--- src/rtl/lsu_obi_arbiter.sv ---
// Round-robin OBI arbiter sharing the LSU data port between core LSU (p0) and a secondary master
// (p1). Optional macro LSU_ARB_MISALIGN_LOCK_EN keeps p0 exclusive across a misaligned pair.
module lsu_obi_arbiter #(
  parameter int unsigned MAX_OUTSTANDING = 2,
  parameter int unsigned ADDR_WIDTH      = 32,
  parameter int unsigned DATA_WIDTH      = 32
) (
  input  logic                    clk,
  input  logic                    rst,
  // p0: core LSU
  input  logic                    p0_req_i,
  output logic                    p0_gnt_o,
  input  logic [ADDR_WIDTH-1:0]   p0_addr_i,
  input  logic                    p0_we_i,
  input  logic [DATA_WIDTH/8-1:0] p0_be_i,
  input  logic [DATA_WIDTH-1:0]   p0_wdata_i,
  input  logic [5:0]              p0_atop_i,
  output logic                    p0_rvalid_o,
  output logic [DATA_WIDTH-1:0]   p0_rdata_o,
  input  logic                    p0_misaligned_i,
  // p1: secondary master
  input  logic                    p1_req_i,
  output logic                    p1_gnt_o,
  input  logic [ADDR_WIDTH-1:0]   p1_addr_i,
  input  logic                    p1_we_i,
  input  logic [DATA_WIDTH/8-1:0] p1_be_i,
  input  logic [DATA_WIDTH-1:0]   p1_wdata_i,
  input  logic [5:0]              p1_atop_i,
  output logic                    p1_rvalid_o,
  output logic [DATA_WIDTH-1:0]   p1_rdata_o,
  // shared memory port
  output logic                    mem_req_o,
  input  logic                    mem_gnt_i,
  output logic [ADDR_WIDTH-1:0]   mem_addr_o,
  output logic                    mem_we_o,
  output logic [DATA_WIDTH/8-1:0] mem_be_o,
  output logic [DATA_WIDTH-1:0]   mem_wdata_o,
  output logic [5:0]              mem_atop_o,
  input  logic                    mem_rvalid_i,
  input  logic [DATA_WIDTH-1:0]   mem_rdata_i,
  output logic                    busy_o,
  output logic                    resp_err_o
);

  localparam int unsigned PtrW = (MAX_OUTSTANDING > 1) ? $clog2(MAX_OUTSTANDING) : 1;
  localparam int unsigned CntW = $clog2(MAX_OUTSTANDING + 1);
  localparam logic [PtrW-1:0] LastPtr = PtrW'(MAX_OUTSTANDING - 1);
  localparam logic [CntW-1:0] FullCnt = CntW'(MAX_OUTSTANDING);

  logic [MAX_OUTSTANDING-1:0] id_q;
  logic [PtrW-1:0]            wptr_q, rptr_q;
  logic [CntW-1:0]            cnt_q;
  logic                       rr_q;       // port favoured when both request
  logic                       lock_q, lock_id_q, err_q;
  logic                       sel, sel_req, full, empty, hs, pop, head, excl_p0;

`ifdef LSU_ARB_MISALIGN_LOCK_EN
  logic excl_q;
  assign excl_p0 = excl_q;

  // Any p0 grant re-arms or releases exclusivity based on its own misaligned flag.
  always_ff @(posedge clk) begin
    if (rst) begin
      excl_q <= 1'b0;
    end else if (hs && !sel) begin
      excl_q <= p0_misaligned_i;
    end
  end
`else
  logic unused_misaligned;
  assign unused_misaligned = p0_misaligned_i;
  assign excl_p0           = 1'b0;
`endif

  always_comb begin
    sel     = 1'b0;
    sel_req = 1'b0;
    if (lock_q) begin
      sel     = lock_id_q;
      sel_req = lock_id_q ? p1_req_i : p0_req_i;
    end else if (excl_p0) begin
      sel     = 1'b0;
      sel_req = p0_req_i;
    end else if (p0_req_i && p1_req_i) begin
      sel     = rr_q;
      sel_req = 1'b1;
    end else begin
      sel     = p1_req_i;
      sel_req = p0_req_i | p1_req_i;
    end
  end

  assign full  = (cnt_q == FullCnt);
  assign empty = (cnt_q == '0);
  // Full is judged on the registered count, so a same-cycle pop never frees a slot.
  assign mem_req_o = sel_req & ~full & ~rst;
  assign hs        = mem_req_o & mem_gnt_i;
  assign pop       = mem_rvalid_i & ~empty & ~rst;
  assign head      = id_q[rptr_q];

  assign p0_gnt_o    = hs & ~sel;
  assign p1_gnt_o    = hs & sel;
  assign p0_rvalid_o = pop & ~head;
  assign p1_rvalid_o = pop & head;
  assign p0_rdata_o  = mem_rdata_i;
  assign p1_rdata_o  = mem_rdata_i;
  assign busy_o      = ~empty | mem_req_o;
  assign resp_err_o  = err_q;

  always_comb begin
    mem_addr_o  = '0;
    mem_we_o    = 1'b0;
    mem_be_o    = '0;
    mem_wdata_o = '0;
    mem_atop_o  = '0;
    if (mem_req_o) begin
      mem_addr_o  = sel ? p1_addr_i  : p0_addr_i;
      mem_we_o    = sel ? p1_we_i    : p0_we_i;
      mem_be_o    = sel ? p1_be_i    : p0_be_i;
      mem_wdata_o = sel ? p1_wdata_i : p0_wdata_i;
      mem_atop_o  = sel ? p1_atop_i  : p0_atop_i;
    end
  end

  always_ff @(posedge clk) begin
    if (rst) begin
      id_q      <= '0;
      wptr_q    <= '0;
      rptr_q    <= '0;
      cnt_q     <= '0;
      rr_q      <= 1'b0;
      lock_q    <= 1'b0;
      lock_id_q <= 1'b0;
      err_q     <= 1'b0;
    end else begin
      if (hs) begin
        id_q[wptr_q] <= sel;
        wptr_q       <= (wptr_q == LastPtr) ? '0 : wptr_q + 1'b1;
        rr_q         <= ~sel;
      end
      if (pop) begin
        rptr_q <= (rptr_q == LastPtr) ? '0 : rptr_q + 1'b1;
      end
      if (hs && !pop) begin
        cnt_q <= cnt_q + 1'b1;
      end else if (pop && !hs) begin
        cnt_q <= cnt_q - 1'b1;
      end
      // Hold the owner across a stalled address phase.
      if (hs) begin
        lock_q <= 1'b0;
      end else if (mem_req_o) begin
        lock_q    <= 1'b1;
        lock_id_q <= sel;
      end
      if (mem_rvalid_i && empty) begin
        err_q <= 1'b1;
      end
    end
  end

endmodule

--- config.mk ---
export PLATFORM = sky130hd
export DESIGN_NAME = lsu_obi_arbiter
export DESIGN_NICKNAME = d
export VERILOG_FILES = /design/src/rtl/lsu_obi_arbiter.sv
export SDC_FILE = /design/constraint.sdc
export NUM_CORES = 1
export LEC_CHECK = 0
export ABC_AREA = 1
export ABC_CLOCK_PERIOD_IN_PS = 4990
export CAP_MARGIN = 20
export CORE_AREA = 2 2 130 132
export CTS_CLUSTER_SIZE = 10
export DETAILED_ROUTE_END_ITERATION = 6
export DIE_AREA = 0 0 132 134
export GPL_ROUTABILITY_DRIVEN = 0
export PLACE_DENSITY = 0.63
export SLEW_MARGIN = 40
export SYNTH_ARGS = -nofsm -noshare
export SYNTH_HDL_FRONTEND = slang
export SYNTH_SLANG_ARGS = --single-unit
--- constraint.sdc ---
create_clock -name clk -period 4.99 [get_ports clk]
set_clock_uncertainty 0.05 [all_clocks]
set_input_delay 1.2475 -clock clk [delete_from_list [all_inputs] [get_ports clk]]
set_output_delay 1.2475 -clock clk [all_outputs]
set_load 0.05 [all_outputs]
Word-level counts from Yosys, hierarchy flattened
Cells that the tools add are included.
W data, S select, Z words.
{ "word_totals": {"reg_bits": 10, "in_bits": 189, "output_inout_bits": 146, "wordCells": 68} }
{ "op_classes": {"addsub": 4, "order_cmp": 3, "n_eq_ne": 1, "n_mux": 24, "bitwise_logic": 17, "reduce_logical": 11} }
{ "op_table": {"columns": ["op", "n"], "rows": [
  ["$mux W32", 4],
  ["$mux W1", 12],
  ["$mux W6", 2],
  ["$and A1 B1 Y1", 9],
  ["$mux W4", 2],
  ["$not A1 Y1", 6],
  ["$logic_and A1 B1 Y1", 5],
  ["$lt A1 B2 Y1 const B", 2],
  ["$mux W2", 2],
  ["$add A1 B1 Y1 const B", 2],
  ["$add A2 B1 Y2 const B", 1],
  ["$bwmux W2", 1],
  ["$eq A2 B2 Y1 const B", 1],
  ["$logic_not A1 Y1", 2],
  ["$logic_not A2 Y1", 1],
  ["$or A1 B1 Y1", 2],
  ["$reduce_and A2 Y1", 1],
  ["$reduce_bool A2 Y1", 1],
  ["$reduce_or A2 Y1", 1],
  ["$sub A2 B1 Y2 const B", 1],
  ["$demux W1 S1", 1],
  ["$ge A1 B1 Y1 const B", 1]
]} }

Logic depth before layout (Yosys ltp)
{ "logic_depth": {"word_depth": 10, "mapped_depth": 11, "mapped_depth_nobuf": 11} }

Worst setup path after synthesis
OpenSTA, ideal clock, no wires.
{ "synth_path": {"path_type": "input -> output", "from": "input rst", "to": "output mem_be_o[0]", "t_arrival_ns": 2.743, "required_time_ns": 3.693, "path_slack_ns": 0.950, "stages": 8, "path_buffers": 3, "path_cell_list": "buf_2 > inv_2 > nand2_1 > a21oi_4 > buf_6 > buf_8 > o21ai_1 > nor2_1"} }
{ "synth_between": {"elab_chain_len": 3} }
{ "synth_rtl": {"columns": ["item", "line_no", "source"], "rows": [
  ["start: declaration", "9", "input logic rst,"],
  ["$not A1 Y1", "96", "assign mem_req_o = sel_req & ~full & ~rst;"],
  ["$and A1 B1 Y1", "96", null],
  ["named net mem_req_o", "32", "output logic mem_req_o,"],
  ["$mux W4", "116", "if (mem_req_o) begin"],
  ["end: declaration", "36", "output logic [DATA_WIDTH/8-1:0] mem_be_o,"]
]} }
The timed path passes the listed nets, and every way through them passes these cells.

Final worst setup path
{ "layout_path": {"from": "input rst", "to": "output mem_addr_o[13]"} }
{ "layout_between": {"elab_chain_len": 3} }
{ "layout_rtl": {"columns": ["item", "line_no", "source"], "rows": [
  ["$not A1 Y1", "96", null],
  ["$and A1 B1 Y1", "96", null],
  ["$mux W32", "116", null],
  ["end: declaration", "34", "output logic [ADDR_WIDTH-1:0] mem_addr_o,"]
]} }
No other way between the ends.

==> key figures <==
Worst hold path
  – Hold path cells: 2
  – Hold WC Path Type: flop to flop
  – Worst hold endpoint: resp_err_o
  – Critical hold path startpoint: resp_err_o

Floorplan
  – # IOs: 335
  – Starting Density: 0.129
  – Core area: 16300 um^2
  – Die W: 132 um
  – FP Rows: 47
  – Die height: 134 um
  – Die area: 17700 um^2

Run status
  – Status: completed

STA
  – Setup violators final: 0
  – Peak Freq: 221 MHz
  – Fin. max-slew vios: 0
  – Minimum clock period after layout: between 4000 and 5000 ps
  – Rel. slew slack: 0.667
  – Hold Vio Cnt, Final: 0
  – RSZ-0062 raised after global routing: false
  – Worst slew pin tran: ~500 ps
  – Crit share post-route: 0.906
  – Setup TNS Final: 0 ps

Final layout
  – Footprint of the multi-input gates: 1220 um^2
  – # nets final: 741
  – Layout cell share with drive strength beyond 1: 0.175
  – Fillcell total: 1750
  – Design Area, Final: 5010 um^2
  – Area delta synth->final: 139%
  – Ant diodes: 0
  – Sequential cell area: 200 um^2

Worst setup path
  – WP data required: roughly 3700 ps
  – Worst Path Arrival: 3230 ps
  – Worst r2r src: lock_q
  – Worst Path Max Fanout: 44
  – Crit start category: input pin
  – End of the worst register-to-register path: cnt_q[1]
  – Setup slack, reg-to-reg: 3120 ps
  – FF-to-FF path depth: 10
  – Crit. End Element: output port
  – Critical path class: input pin to output port

Clock network
  – Clock Path Buffers: 2
  – CTS tree: done
  – Clock Sink Count: 10
  – Worst-skew pair later-pin latency: about 240 ps
  – CTS Buf Count: 3
  – # hold bufs at CTS: 0
  – Root buf cell: clkbuf_16
  – Post_cts resized: 0
  – Setup bufs post-CTS: 0
  – Clock slew seen by the registers of the worst setup and hold paths: 40 ps
  – Htree depth: 1

Logic synthesis
  – Area leader, netlist: nor2_1
  – Main combinational cell family by area after synthesis: simple AND/OR/NAND/NOR gates
  – Post-synthesis adder-cell area fraction: 0.00596
  – Register bit count reported by yosys: 10
  – Compound-Gate Fraction of Synth Area: 0.229
  – Simple-gate share of the synthesized area: 0.338
  – Async set-or-reset flop fraction in the synthesized netlist: 0
  – Syn_nets: 582
  – Main synth FF type: dfxtp_1
  – Mean Syn Cell Area: 5.36 um^2
  – Synth top area share: 0.291
  – Cells after Synth: slightly below 400
  – Commonest cells in the synthesized netlist: nor2_1 (163), buf_4 (68), o21ai_0 (62)
  – Post-synthesis cell type count: 21
  – Largest cells by area after synthesis: nor2_1 (29%), buf_4 (24%), o21ai_0 (15%), dfxtp_1 (9.5%), o21ai_1 (5.0%)
  – Synth Warn #: 0
  – EDFF count, synth: 0
  – Most common cell in the netlist: nor2_1
  – XOR/XNOR Fraction of Synth Area: 0.00834
  – Seq/Total Area, Yosys: 0.0954
  – Mux share of post-synthesis cell area: 0
  – Mapped Area: 2100 um^2

Placed design
  – Post-DP HPWL: 8.12 mm
  – Port bufs: approximately 240
  – Placed Area: around 4900 um^2

Run
  – Max-cap violations: 0

Route
  – Drt drc: 0
  – Routed vias/inst: about 3.7
  – WL/cell: 13.2 um
  – Starting DRT DRC Count: 103
  – Final ANT Viol Nets: 0
  – Via count: 2860
  – Total detailed-routing wirelength: between 10 and 15 mm
  – Drt pass-1 iters: 4

Global route
  – First-pass GRT wire length: 15.4 mm
  – Gr ovfl total: 0
  – Pin count of the biggest net entering global routing: 47
  – GRT Total Usage: 0.107
  – Initial antenna violation count: 1
  – Number of global-route vias before repair: 2877

Power and ir drop
  – Leakage: 1.98 nW
  – Maximum VDD drop: ~0.18 mV
  – Pwr per Cell Area: approximately 220 nW/um^2
  – Total power draw: 1.11 mW
-- cell usage in the layout (no fill, tap or decap) --
cell type	netlist	layout
xor2_1	2	2
inv_2	4	4
dfxtp_1	10	10
nor2_1	163	163
o21ai_1	21	21
buf_12	0	77
a21oi_4	2	2
inv_1	11	11
nand4_1	3	3
o21ai_0	62	62
nand3_1	1	1
clkdlybuf4s50_1	0	159
or2_2	1	1
ha_1	1	1
a21oi_1	5	5
buf_4	68	7
nand2_1	15	15
nor2_4	1	1
clkbuf_16	0	3
a21oi_2	1	1
-- critical path, cell delays in order --
cell and delay (ps):
clkdlybuf4s50_1 570, inv_2 180, nand2_1 100, a21oi_4 120
buf_4 370, o21ai_0 220, nor2_1 210, buf_12 170
-- registers in the layout, indices dropped and copies added, names as in the netlist --
signal	cells
cnt_q	2
id_q	2
lock_id_q	1
lock_q	1
resp_err_o	1
rptr_q	1
rr_q	1
wptr_q	1
-- area by class of cell --
class | count | share of cell area
clock buffer | 3 | 0.0150
multi-input combinational | 278 | 0.244
inverter | 15 | 0.0112
sequential | 10 | 0.0399
timing repair buffer | 243 | 0.635
tap | 220 | 0.0549
-- worst max-delay path by stage --
stage / from / endpoint / slack (ps) / depth (start not counted)
2_1_floorplan: rst / mem_be_o[0] / 950 / 8
3_3_place_gp: rst / mem_addr_o[12] / 490 / 8
3_5_place_dp: rst / mem_addr_o[12] / 470 / 8
4_1_cts: rst / mem_addr_o[12] / 480 / 8
5_1_grt: rst / mem_atop_o[1] / 280 / 8
6_report: rst / mem_addr_o[13] / 470 / 8
-- routing by layer --
metal | GRT usage | vias up | part of all wire
li1 | - | 1491 | -
met4 | 0.0393 | 2 | 0.033
met5 | 0 | - | 0.00099
met3 | 0.0317 | 42 | 0.084
met2 | 0.198 | 116 | 0.50
met1 | 0.116 | 1209 | 0.38
-- power by group --
| group | switching, mW | internal (mW) |
|---|---|---|
| sequential | 0.00811 | 0.0895 |
| combinational | 0.462 | 0.408 |
| clock | 0.0392 | 0.104 |
| total | 0.509 | 0.602 |
-- logic make-up after synthesis --
logic type | count (synthesis)
buf+inv | 104
xor+xnor | 2
compound gates | 91
simple gates | 184
flops | 10
fa+ha+maj | 1
-- through the flow --
stage               std cells  worst slack, ps  utilization  hold slack [ps]
finish                    769              467        0.308              421
global route              769              282        0.308              461
CTS                       769              482        0.308              426
detailed placement        766              471        0.303              412
global placement          766              494        0.303              399
floorplan                 392              950            -              413
Power figures use the tool's default switching activity.
